===== src/rtl/adc_frame_deserializer.sv =====
// Serial-to-parallel ADC word rebuilder: frame-edge alignment tracking (IDLE/SEARCH/LOCKED),
// saturating framing-error counter and optional training-pattern check.
//
// state    | meaning
// S_IDLE   | waiting for the first frame edge, no words emitted
// S_SEARCH | framing, counting consecutive on-time edges toward lock
// S_LOCKED | LOCK_FRAMES on-time edges seen, word boundaries trusted
module adc_frame_deserializer #(
  parameter int                WORD_W        = 12,
  parameter int                LOCK_FRAMES   = 4,
  parameter int                ERR_W         = 16,
  parameter logic [WORD_W-1:0] TRAIN_PATTERN = 12'hF0C
) (
  input  logic              clk,
  input  logic              rst,
  input  logic              din,
  input  logic              frame,
  input  logic              clr_err,
  input  logic              train_en,
  output logic [WORD_W-1:0] data_out,
  output logic              data_valid,
  output logic              locked,
  output logic [ERR_W-1:0]  err_cnt,
  output logic              pattern_err
);

  localparam int IDX_W = $clog2(WORD_W);
  localparam int GC_W  = $clog2(LOCK_FRAMES + 1);
  localparam logic [IDX_W-1:0] IDX_LAST = IDX_W'(WORD_W - 1);
  localparam logic [GC_W-1:0]  GC_LAST  = GC_W'(LOCK_FRAMES - 1);

  typedef enum logic [1:0] {S_IDLE, S_SEARCH, S_LOCKED} state_t;

  state_t            state, state_nxt;
  logic              din_q, frame_q, frame_q1;
  logic [IDX_W-1:0]  bit_idx, bit_idx_nxt;
  logic [GC_W-1:0]   good_cnt, good_cnt_nxt;
  logic [WORD_W-1:0] sr;
  logic [WORD_W-1:0] word;
  logic              frame_edge, at_zero, active;
  logic              on_time, mis_edge, miss_edge, frame_err, emit, shift_en;

  assign frame_edge = frame_q & ~frame_q1;
  assign active     = (state != S_IDLE);
  assign at_zero    = (bit_idx == '0);
  assign on_time    = active & frame_edge & at_zero;
  assign mis_edge   = active & frame_edge & ~at_zero;
  assign miss_edge  = active & ~frame_edge & at_zero;
  assign frame_err  = mis_edge | miss_edge;
  // A misaligned edge in the last bit slot still starts a new word, so nothing is emitted.
  assign emit       = active & ~mis_edge & (bit_idx == IDX_LAST);
  assign shift_en   = active | frame_edge;
  assign word       = {sr[WORD_W-2:0], din_q};

  always_comb begin
    bit_idx_nxt = bit_idx;
    if (!active && !frame_edge)
      bit_idx_nxt = '0;
    else if (frame_edge && (!active || !at_zero))
      bit_idx_nxt = IDX_W'(1);
    else if (bit_idx == IDX_LAST)
      bit_idx_nxt = '0;
    else
      bit_idx_nxt = bit_idx + IDX_W'(1);
  end

  // FSM: state register
  always_ff @(posedge clk or posedge rst) begin
    if (rst) begin
      state    <= S_IDLE;
      good_cnt <= '0;
    end else begin
      state    <= state_nxt;
      good_cnt <= good_cnt_nxt;
    end
  end

  // FSM: next state
  always_comb begin
    state_nxt    = state;
    good_cnt_nxt = good_cnt;
    case (state)
      S_IDLE: begin
        if (frame_edge) begin
          state_nxt    = S_SEARCH;
          good_cnt_nxt = '0;
        end
      end
      S_SEARCH: begin
        if (frame_err) begin
          good_cnt_nxt = '0;
        end else if (on_time) begin
          if (good_cnt == GC_LAST) state_nxt = S_LOCKED;
          good_cnt_nxt = good_cnt + GC_W'(1);
        end
      end
      S_LOCKED: begin
        if (frame_err) begin
          state_nxt    = S_SEARCH;
          good_cnt_nxt = '0;
        end
      end
      default: begin
        state_nxt    = S_IDLE;
        good_cnt_nxt = '0;
      end
    endcase
  end

  // FSM: outputs
  always_comb begin
    locked = (state == S_LOCKED);
  end

  always_ff @(posedge clk or posedge rst) begin
    if (rst) begin
      din_q       <= 1'b0;
      frame_q     <= 1'b0;
      frame_q1    <= 1'b0;
      bit_idx     <= '0;
      sr          <= '0;
      data_out    <= '0;
      data_valid  <= 1'b0;
      pattern_err <= 1'b0;
      err_cnt     <= '0;
    end else begin
      din_q       <= din;
      frame_q     <= frame;
      frame_q1    <= frame_q;
      bit_idx     <= bit_idx_nxt;
      if (shift_en) sr <= word;
      data_valid  <= emit;
      pattern_err <= emit & train_en & (word != TRAIN_PATTERN);
      if (emit) data_out <= word;
      if (clr_err)
        err_cnt <= '0;
      else if (frame_err && (err_cnt != '1))
        err_cnt <= err_cnt + ERR_W'(1);
    end
  end

endmodule


===== config.mk =====
export PLATFORM = sky130hd
export DESIGN_NAME = adc_frame_deserializer
export DESIGN_NICKNAME = d
export VERILOG_FILES = /design/src/rtl/adc_frame_deserializer.sv
export SDC_FILE = /design/constraint.sdc
export NUM_CORES = 1
export LEC_CHECK = 0
export BUFFER_PORTS_ARGS = -buffer_cell sky130_fd_sc_hd__buf_2
export CORE_ASPECT_RATIO = 1.5
export CORE_MARGIN = 3
export CORE_UTILIZATION = 60
export DETAILED_ROUTE_END_ITERATION = 12
export PLACE_DENSITY = 0.86
export SYNTH_ARGS = -nofsm -noshare
export SYNTH_HDL_FRONTEND = slang
export SYNTH_SLANG_ARGS = --single-unit

===== constraint.sdc =====
create_clock -name clk -period 6 [get_ports clk]
set_input_delay 0.9 -clock clk [delete_from_list [all_inputs] [get_ports clk]]
set_output_delay 0.9 -clock clk [all_outputs]
set_load 0.05 [all_outputs]

* After elaboration in Yosys (flattened, before gate mapping)
Index checks and enable logic that the tools add are counted.
** Storage, ports and cells
- Bits in registers :: 53
- Input port bits :: 6
- Logic and storage cells :: 71
** Cells by class
- Add/subtract/negate cells :: 3
- Eq/ne operators :: 12
- Multiplexer cells :: 16
- Bitwise operators :: 16
- Reductions and logical operators :: 13
** Operators by type and width (count)
- $mux W16 :: 2
- $add A16 B1 Y16 const B :: 1
- $ne A16 B16 Y1 const B :: 1
- $mux W3 :: 4
- $mux W4 :: 3
- $ne A12 B12 Y1 const B :: 1
- $and A1 B1 Y1 :: 10
- $mux W2 :: 5
- $pmux W3 S3 :: 1
- $ne A2 B2 Y1 const B :: 4
- $pmux W2 S3 :: 1
- $reduce_and A5 Y1 :: 1
- $add A4 B1 Y4 const B :: 1
- $eq A4 B4 Y1 const B :: 1
- $logic_not A4 Y1 :: 1
- $not A1 Y1 :: 4
- $reduce_bool A2 Y1 :: 2
- $add A3 B1 Y3 const B :: 1
- $eq A3 B2 Y1 const B :: 1
- $logic_and A1 B1 Y1 :: 3
- $logic_not A1 Y1 :: 3
- $ne A3 B3 Y1 const B :: 1
- $reduce_and A3 Y1 :: 1
- $eq A2 B1 Y1 const B :: 1
- other kinds (5) :: 6

* Depth between registers and ports, before layout
Gate-level depths: netlist of the first run.
- Depth in word-level cells :: 9
- Mapped depth :: 8
- Gate-level depth less buffers :: 7

* Least setup slack after synthesis of the first run
OpenSTA, ideal clock, no wires.
- Path type :: register -> register
- Start :: reg err_cnt[0]
- End :: reg err_cnt[14]
- Library setup time :: 0.125 ns
- Data arrival time :: 2.140 ns
- Required time :: 5.875 ns
- Slack :: 3.735 ns
- Cell stages (with the launch flop) :: 7
- Buffers on the path :: 0
- Period minus slack after synthesis :: 2.265 ns
- Cell sequence :: dfrtp_1 > ha_1 > nand4_1 > or2_2 > nor4_1 > nand3_1 > mux2_2
** On the way
- Cells in the longest elaborated chain, start to end :: 3
- Elaborated cells between the ends (all ways) :: 6
- Those cells by class :: 1 x add/sub; 1 x eq/ne; 2 x mux; 2 x reduce/logical
** Ends and longest elaborated chain
- from (decl) :: RTL line 23 : output logic [ERR_W-1:0] err_cnt,
- from (signal assigned) :: RTL line 138 : err_cnt <= err_cnt + ERR_W'(1);
- $add A16 B1 Y16 / $ne A16 B16 Y1 (equally long branches) :: RTL line 138, 137
- $mux W16 / $logic_and A1 B1 Y1 (equally long branches) :: RTL line 137 : else if (frame_err && (err_cnt != '1))
- $mux W16 / $reduce_bool A2 Y1 (equally long branches)
Parallel ways exist; a longest one is shown, timed or not. The select of a mux whose other input is x is not followed.
A chain may end at the register's enable or synchronous reset.

* Final worst setup path of the first run
- Start :: reg state[1]
- End :: out locked
** On the way
- Cells in the longest elaborated chain, start to end :: 1
** Ends and longest elaborated chain
- from (decl) :: RTL line 34 : state_t state, state_nxt;
- from (signal assigned) :: RTL line 73 : state <= state_nxt;
- $eq A2 B2 Y1 :: RTL line 112 : locked = (state == S_LOCKED);
- to (decl) :: RTL line 22 : output logic locked,
Every way passes these cells.

==> results of run 1 <==
routing by layer:
layer	vias to the layer above	share of wire [%]	global-route usage, %
li1	829	-	-
met1	853	42	24.8
met4	0	1.4	6.33
met3	6	3.8	3.72
met2	31	53	34.8
met5	-	0	0
worst max-delay path, cell delays in order, from the launching register on:
cell and delay [ps]:
dfrtp_1 450, nor2b_1 350, buf_2 340
per-stage QoR:
stage / util, % / worst slack, ps / instances / area [µm²]
6_report: 72.8 / 3660 / 293 / 2750
5_1_grt: 72.8 / 3570 / 293 / 2750
3_5_place_dp: 69.9 / 3810 / 286 / 2650
2_1_floorplan: - / 3740 / 213 / 2440
3_3_place_gp: 69.9 / 3880 / 286 / 2650
4_1_cts: 72.8 / 3640 / 293 / 2750
area by class of cell:
type	instances	share of cell area [%]
Tap cell	43	1.95
Clock inverter	2	1.41
Inverter	8	1.09
Timing Repair Buffer	36	6.54
Sequential cell	53	48.2
Clock buffer	5	2.50
Multi-Input combinational cell	146	38.3
flip-flops by register name, summed over array words and instances (netlist names):
name and cells:
frame_q 1, data_valid 1, bit_idx 4, state 2
good_cnt 3, sr 11, err_cnt 16, din_q 1
data_out 12, pattern_err 1, frame_q1 1
logic make-up (layout without fill, tap and decap cells):
kind of cell | count (synthesis) | after routing | synth area share, %
adder cells (fa/ha/maj) | 6 | 6 | 2.98
multiplexers | 27 | 27 | 12.4
AND/OR/NAND/NOR | 80 | 80 | 18.1
flip-flops | 53 | 53 | 54.4
AO/OA/AOI/OAI | 23 | 23 | 5.90
buffers and inverters | 14 | 51 | 2.26
XOR/XNOR | 10 | 10 | 3.90
cell usage in the layout, fill, tap and decap left out, drive strengths merged, types with 5 or more instances in the layout:
cell type and instances:
nor2 21, buf 36, nor4 8, o21ai 8
xnor2 8, ha 5, nand2 13, dfrtp 53
clkbuf 5, inv 9, nand3 10, mux2 26
a21oi 6
power breakdown:
part	internal, mW	switching (mW)
combinational	0.115	0.258
clock	0.124	0.116
sequential	0.423	0.0485
how the worst min path moves through the flow:
| stage | endpoint | startpoint | cells past startpoint | slack [ps] |
|---|---|---|---|---|
| after floorplan | frame_q1 | frame_q | 0 | 370 |
| after global placement | frame_q1 | frame_q | 0 | 390 |
| after detailed placement | frame_q1 | frame_q | 0 | 390 |
| after CTS | frame_q1 | frame_q | 0 | 420 |
| after global routing | frame_q1 | frame_q | 0 | 450 |
| final | frame_q1 | frame_q | 0 | 410 |
==> impl_metrics.py, run 1 <==
metrics = {
    "outcome": {
        "status": "complete, no violations",
    },
    "yosys": {
        "yosysSeqAreaShare_pct": 54.4,
        "synth_nets": 224,
        "synth_edf_count": 0,
        "synth_cell_types": 40,
        "yosysMostFrequentCell": "dfrtp_1",
        "synth_cells": 213,
        "synthFlopType": "dfrtp_1",
        "synthTopCellsByArea": "dfrtp_1 54%, mux2_2 12%, nor2_1 3.2%",
        "synth_commonest_cells": "53 x dfrtp_1, 26 x mux2_2, 21 x nor2_1",
        "yosysWarnings": 0,
        "avgSynthCellArea_um2": 11.4,
        "netlist.area_leader.share_pct": 54.4,
        "async_flop_share_pct": 100,
        "synth_seq_cells": 53,
        "yosysTopAreaCell": "dfrtp_1",
        "syn-cell-area_um2": 2440,
    },
    "clocking": {
        "cts_tree": "done",
        "htree_num_levels": 2,
        "clockBufferDepth": 2,
        "numCtsBuffers": 5,
        "cts.hold.buffers_added": 0,
        "cts_sinks": 53,
        "path_clk_slew_ps": 90,
        "cts.repair.resized": 0,
        "postCtsSetupBuffers": 0,
        "cts_root_buf": "clkbuf_8",
        "clkLatencyLatePin_ps": 300,
    },
    "critical_path": {
        "startpoint": "state[1]",
        "cp-endpoint": "locked",
        "ff2ff_path_depth": 7,
        "crit_path_end_kind": "output pin",
        "required_ps": 5100,
        "regToRegEndpoint": "err_cnt[9]",
        "cp_max_fo": 7,
        "r2r_start": "bit_idx[0]",
        "crit_arrival_ps": 1440,
        "critical_path_class": "register to output pin",
        "startpoint_type": "register",
        "r2r_slack_ps": 3790,
    },
    "sta": {
        "finalMaxSlewViolations": 0,
        "setup_violations": 0,
        "finClkSkew_ps": 4.40,
        "tightest_slew_ps": 1070,
        "tns_ps": 0,
        "hold_ws_ps": 413,
        "fin_crit_sh_pct": 39.0,
        "max_freq_ghz": 0.427,
        "rsz0062_at_grt": "no",
        "hold_viol_final": 0,
        "slew_headroom_pct": 28.8,
        "finalCriticalPeriod_ps": 2340,
    },
    "final_layout": {
        "drive_gt1_share_pct": 30.0,
        "diodes": 0,
        "syn_to_final_growth_pct": 13.0,
        "fin_nets": 261,
        "multi_input_area_um2": 1060,
        "register_area_um2": 1330,
        "fillCellCount": 274,
    },
    "global_route": {
        "grt_start_max_net_pins": 54,
        "grt_pass1_wl_um": 7710,
        "grt_overflow": 0,
        "antenna_found_initial": 0,
        "first_global_vias": 1672,
        "track_usage_pct": 20.1,
    },
    "detailed_routing": {
        "ant_nets": 0,
        "drt_pass1_iterations": 4,
        "vias": 1719,
        "drc": 0,
        "drt-initial-drc-count": 35,
        "wl_um": 4520,
        "wl_per_cell_um": 15.4,
        "viasPerCell": 5.87,
    },
    "place": {
        "gp_congestion": 0.861,
        "dpl.hpwl_um": 3200,
        "io_buffer_count": 36,
    },
    "min_path": {
        "min_path_type": "register to register",
    },
    "power": {
        "p_leak_nw": 1.32,
        "vdd_ir_drop_max_uv": 336,
        "cellPowerDensity_nw_per_um2": 393,
        "power_mw": 1.08,
    },
    "floorplanning": {
        "row_count": 27,
        "dieArea_um2": 4880,
        "die_x_um": 58.0,
        "die_y_um": 84.1,
        "fp.coreArea_um2": 3780,
        "start_util_pct": 64.4,
        "pin_count": 37,
    },
    "job": {
        "cap_viol_max_count": 0,
    },
}
No activity file was read; power rests on OpenSTA's default activity.
==> run 2: changes to the inputs <==
--- a/config.mk
+++ b/config.mk
@@ -8,9 +8,9 @@
 export BUFFER_PORTS_ARGS = -buffer_cell sky130_fd_sc_hd__buf_2
 export CORE_ASPECT_RATIO = 1.5
 export CORE_MARGIN = 3
-export CORE_UTILIZATION = 60
+export CORE_UTILIZATION = 56
 export DETAILED_ROUTE_END_ITERATION = 12
-export PLACE_DENSITY = 0.86
+export PLACE_DENSITY = 0.82
 export SYNTH_ARGS = -nofsm -noshare
 export SYNTH_HDL_FRONTEND = slang
 export SYNTH_SLANG_ARGS = --single-unit
==> constraint.sdc (replaced) <==
create_clock -name clk -period 2.22 [get_ports clk]
set_input_delay 0.333 -clock clk [delete_from_list [all_inputs] [get_ports clk]]
set_output_delay 0.333 -clock clk [all_outputs]
set_load 0.05 [all_outputs]
==> impl_metrics.py, run 2 (synthesized netlist as in run 1, its figures left out) <==
metrics = {
    "power": {
        "cellPowerDensity_nw_per_um2": 1040,
        "pwr-share-seq_pct": 43.4,
        "p_comb_share_pct": 36.5,
        "power_mw": 2.94,
        "p_sw_mw": 1.18,
        "swShare_pct": 40.3,
        "vdd_ir_drop_max_uv": 949,
        "intPower_mw": 1.76,
        "p_leak_nw": 1.36,
        "clock_power_share_pct": 20.0,
    },
    "final_layout": {
        "fillCellCount": 298,
        "largest-register": "err_cnt",
        "fin_nets": 269,
        "final_cell_mix": "51 x dfrtp_1, 36 x buf_2, 26 x mux2_2",
        "syn_to_final_growth_pct": 15.9,
        "fin_util_pct": 69.5,
        "diodes": 0,
        "drive_gt1_share_pct": 33.2,
        "reg_top3": "err_cnt (16), data_out (12), sr (11)",
        "largest_reg_flops": 16,
        "mostFrequentLayoutCell": "dfrtp_1",
    },
    "clocking": {
        "clkLatencyLatePin_ps": 310,
        "cts.repair.resized": 0,
        "cts.hold.buffers_added": 0,
        "cts_sinks": 53,
        "cts_root_buf": "clkbuf_8",
        "htree_num_levels": 2,
        "cts_tree": "done",
        "clockBufferDepth": 2,
        "numCtsBuffers": 5,
        "path_clk_slew_ps": 100,
    },
    "detailed_routing": {
        "vias": 1767,
        "wl_um": 4700,
        "ant_nets": 0,
        "wl_per_cell_um": 15.4,
        "drt_pass1_iterations": 4,
        "drt-initial-drc-count": 100,
        "viasPerCell": 5.81,
        "drc": 0,
    },
    "sta": {
        "tns_ps": 0,
        "finalMaxSlewViolations": 0,
        "finalCriticalPeriod_ps": 2070,
        "hold_viol_final": 0,
        "finClkSkew_ps": 6.11,
        "tightest_slew_ps": 560,
        "rsz0062_at_grt": "no",
        "setup_ws_ps": 153,
        "setup_violations": 0,
        "fin_crit_sh_pct": 93.1,
        "max_freq_ghz": 0.484,
        "slew_headroom_pct": 62.5,
    },
    "critical_path": {
        "critical_path_class": "register to register",
        "required_ps": 2460,
        "crit_arrival_ps": 2310,
        "startpoint_type": "register",
        "cp_max_fo": 7,
        "crit_path_end_kind": "register",
    },
    "floorplanning": {
        "start_util_pct": 60.0,
        "die_x_um": 59.9,
        "dieArea_um2": 5200,
        "fp.coreArea_um2": 4060,
        "row_count": 28,
        "pin_count": 37,
        "die_y_um": 86.8,
    },
    "place": {
        "io_buffer_count": 36,
        "dpl.hpwl_um": 3360,
        "dp_slack_ps": 156,
        "gp_congestion": 0.821,
    },
    "global_route": {
        "grt_pass1_wl_um": 8210,
        "antenna_found_initial": 0,
        "track_usage_pct": 20.5,
        "grt_start_max_net_pins": 54,
        "first_global_vias": 1777,
        "grt.met1_usage_pct": 25.0,
        "grt.busiest_layer": "met2",
        "met2_usage_pct": 35.4,
        "grt_overflow": 0,
        "met3_usage_pct": 3.73,
    },
    "outcome": {
        "status": "complete, no violations",
    },
    "min_path": {
        "min_path_type": "input port to asynchronous set/reset pin",
    },
    "job": {
        "cap_viol_max_count": 0,
    },
}
## run 2: changes by cell type in the layout (fill, tap and decap cells not counted)
cell / previous run / this run
buf_12: 0 / 1
buf_4: 0 / 7
bufinv_16: 1 / 0
clkbuf_8: 5 / 6
clkinv_4: 0 / 1
dfrtp_1: 53 / 51
dfrtp_2: 0 / 2
## run 2: what timing repair did
action	in CTS	in global routing
setup buffers	0	1
endpoints found under the hold margin	0	0
setup endpoints to repair	0	4
## run 2: layout make-up
| class | count | area [µm²] | area share, % |
|---|---|---|---|
| Tap cell | 45 | 56.3 | 1.99 |
| Clock buffer | 6 | 82.6 | 2.92 |
| Clock inverter | 2 | 17.5 | 0.620 |
| Multi-Input combinational cell | 146 | 1060 | 37.4 |
| Sequential cell | 53 | 1330 | 47.1 |
| Timing Repair Buffer | 44 | 253 | 8.95 |
| Inverter | 8 | 30.0 | 1.06 |
## run 2: power by group through the flow
| stage | registers (mW) | logic [mW] | clock network (mW) |
|---|---|---|---|
| 3_3_place_gp | 1.28 | 1.03 | 0 |
| 2_1_floorplan | 1.70 | 0.389 | 0 |
| 5_1_grt | 1.31 | 1.15 | 0.635 |
| 6_report | 1.28 | 1.07 | 0.589 |
| 4_1_cts | 1.28 | 1.07 | 0.604 |
| 3_5_place_dp | 1.30 | 1.06 | 0 |
## run 2: worst paths after layout
| path | endpoint | cells past startpoint | slack (ps) | from |
|---|---|---|---|---|
| max | err_cnt[15] | 7 | 150 | bit_idx[0] |
| min | sr[3] | 3 | 50 | rst |
| max reg2reg | err_cnt[15] | 7 | 150 | bit_idx[0] |
| min reg2reg | frame_q1 | 0 | 400 | frame_q |
| max in group asynchronous | err_cnt[0] | 3 | 1920 | rst |
| min in group clk | din_q | 1 | 120 | din |
## run 2: metal layers
metal,wire length (µm),share of wire (%)
met5,0,0
met1,1920,41
met3,176,3.7
met4,76,1.6
met2,2520,54
## run 2: worst max-delay path: stages, from the launching register on
cell and delay (ps):
dfrtp_1 420, inv_1 80, ha_1 180, nor3b_4 230, xnor2_2 150, or3_1 430
or3_1 360, a21oi_1 140
## run 2: stage by stage
stage               hold WS [ps]  cells  instance area, µm²
global route                67.5    304                2820
floorplan                    364    213                2440
global placement             383    295                2720
CTS                         58.9    303                2820
finish                      47.4    304                2820
detailed placement           388    295                2720
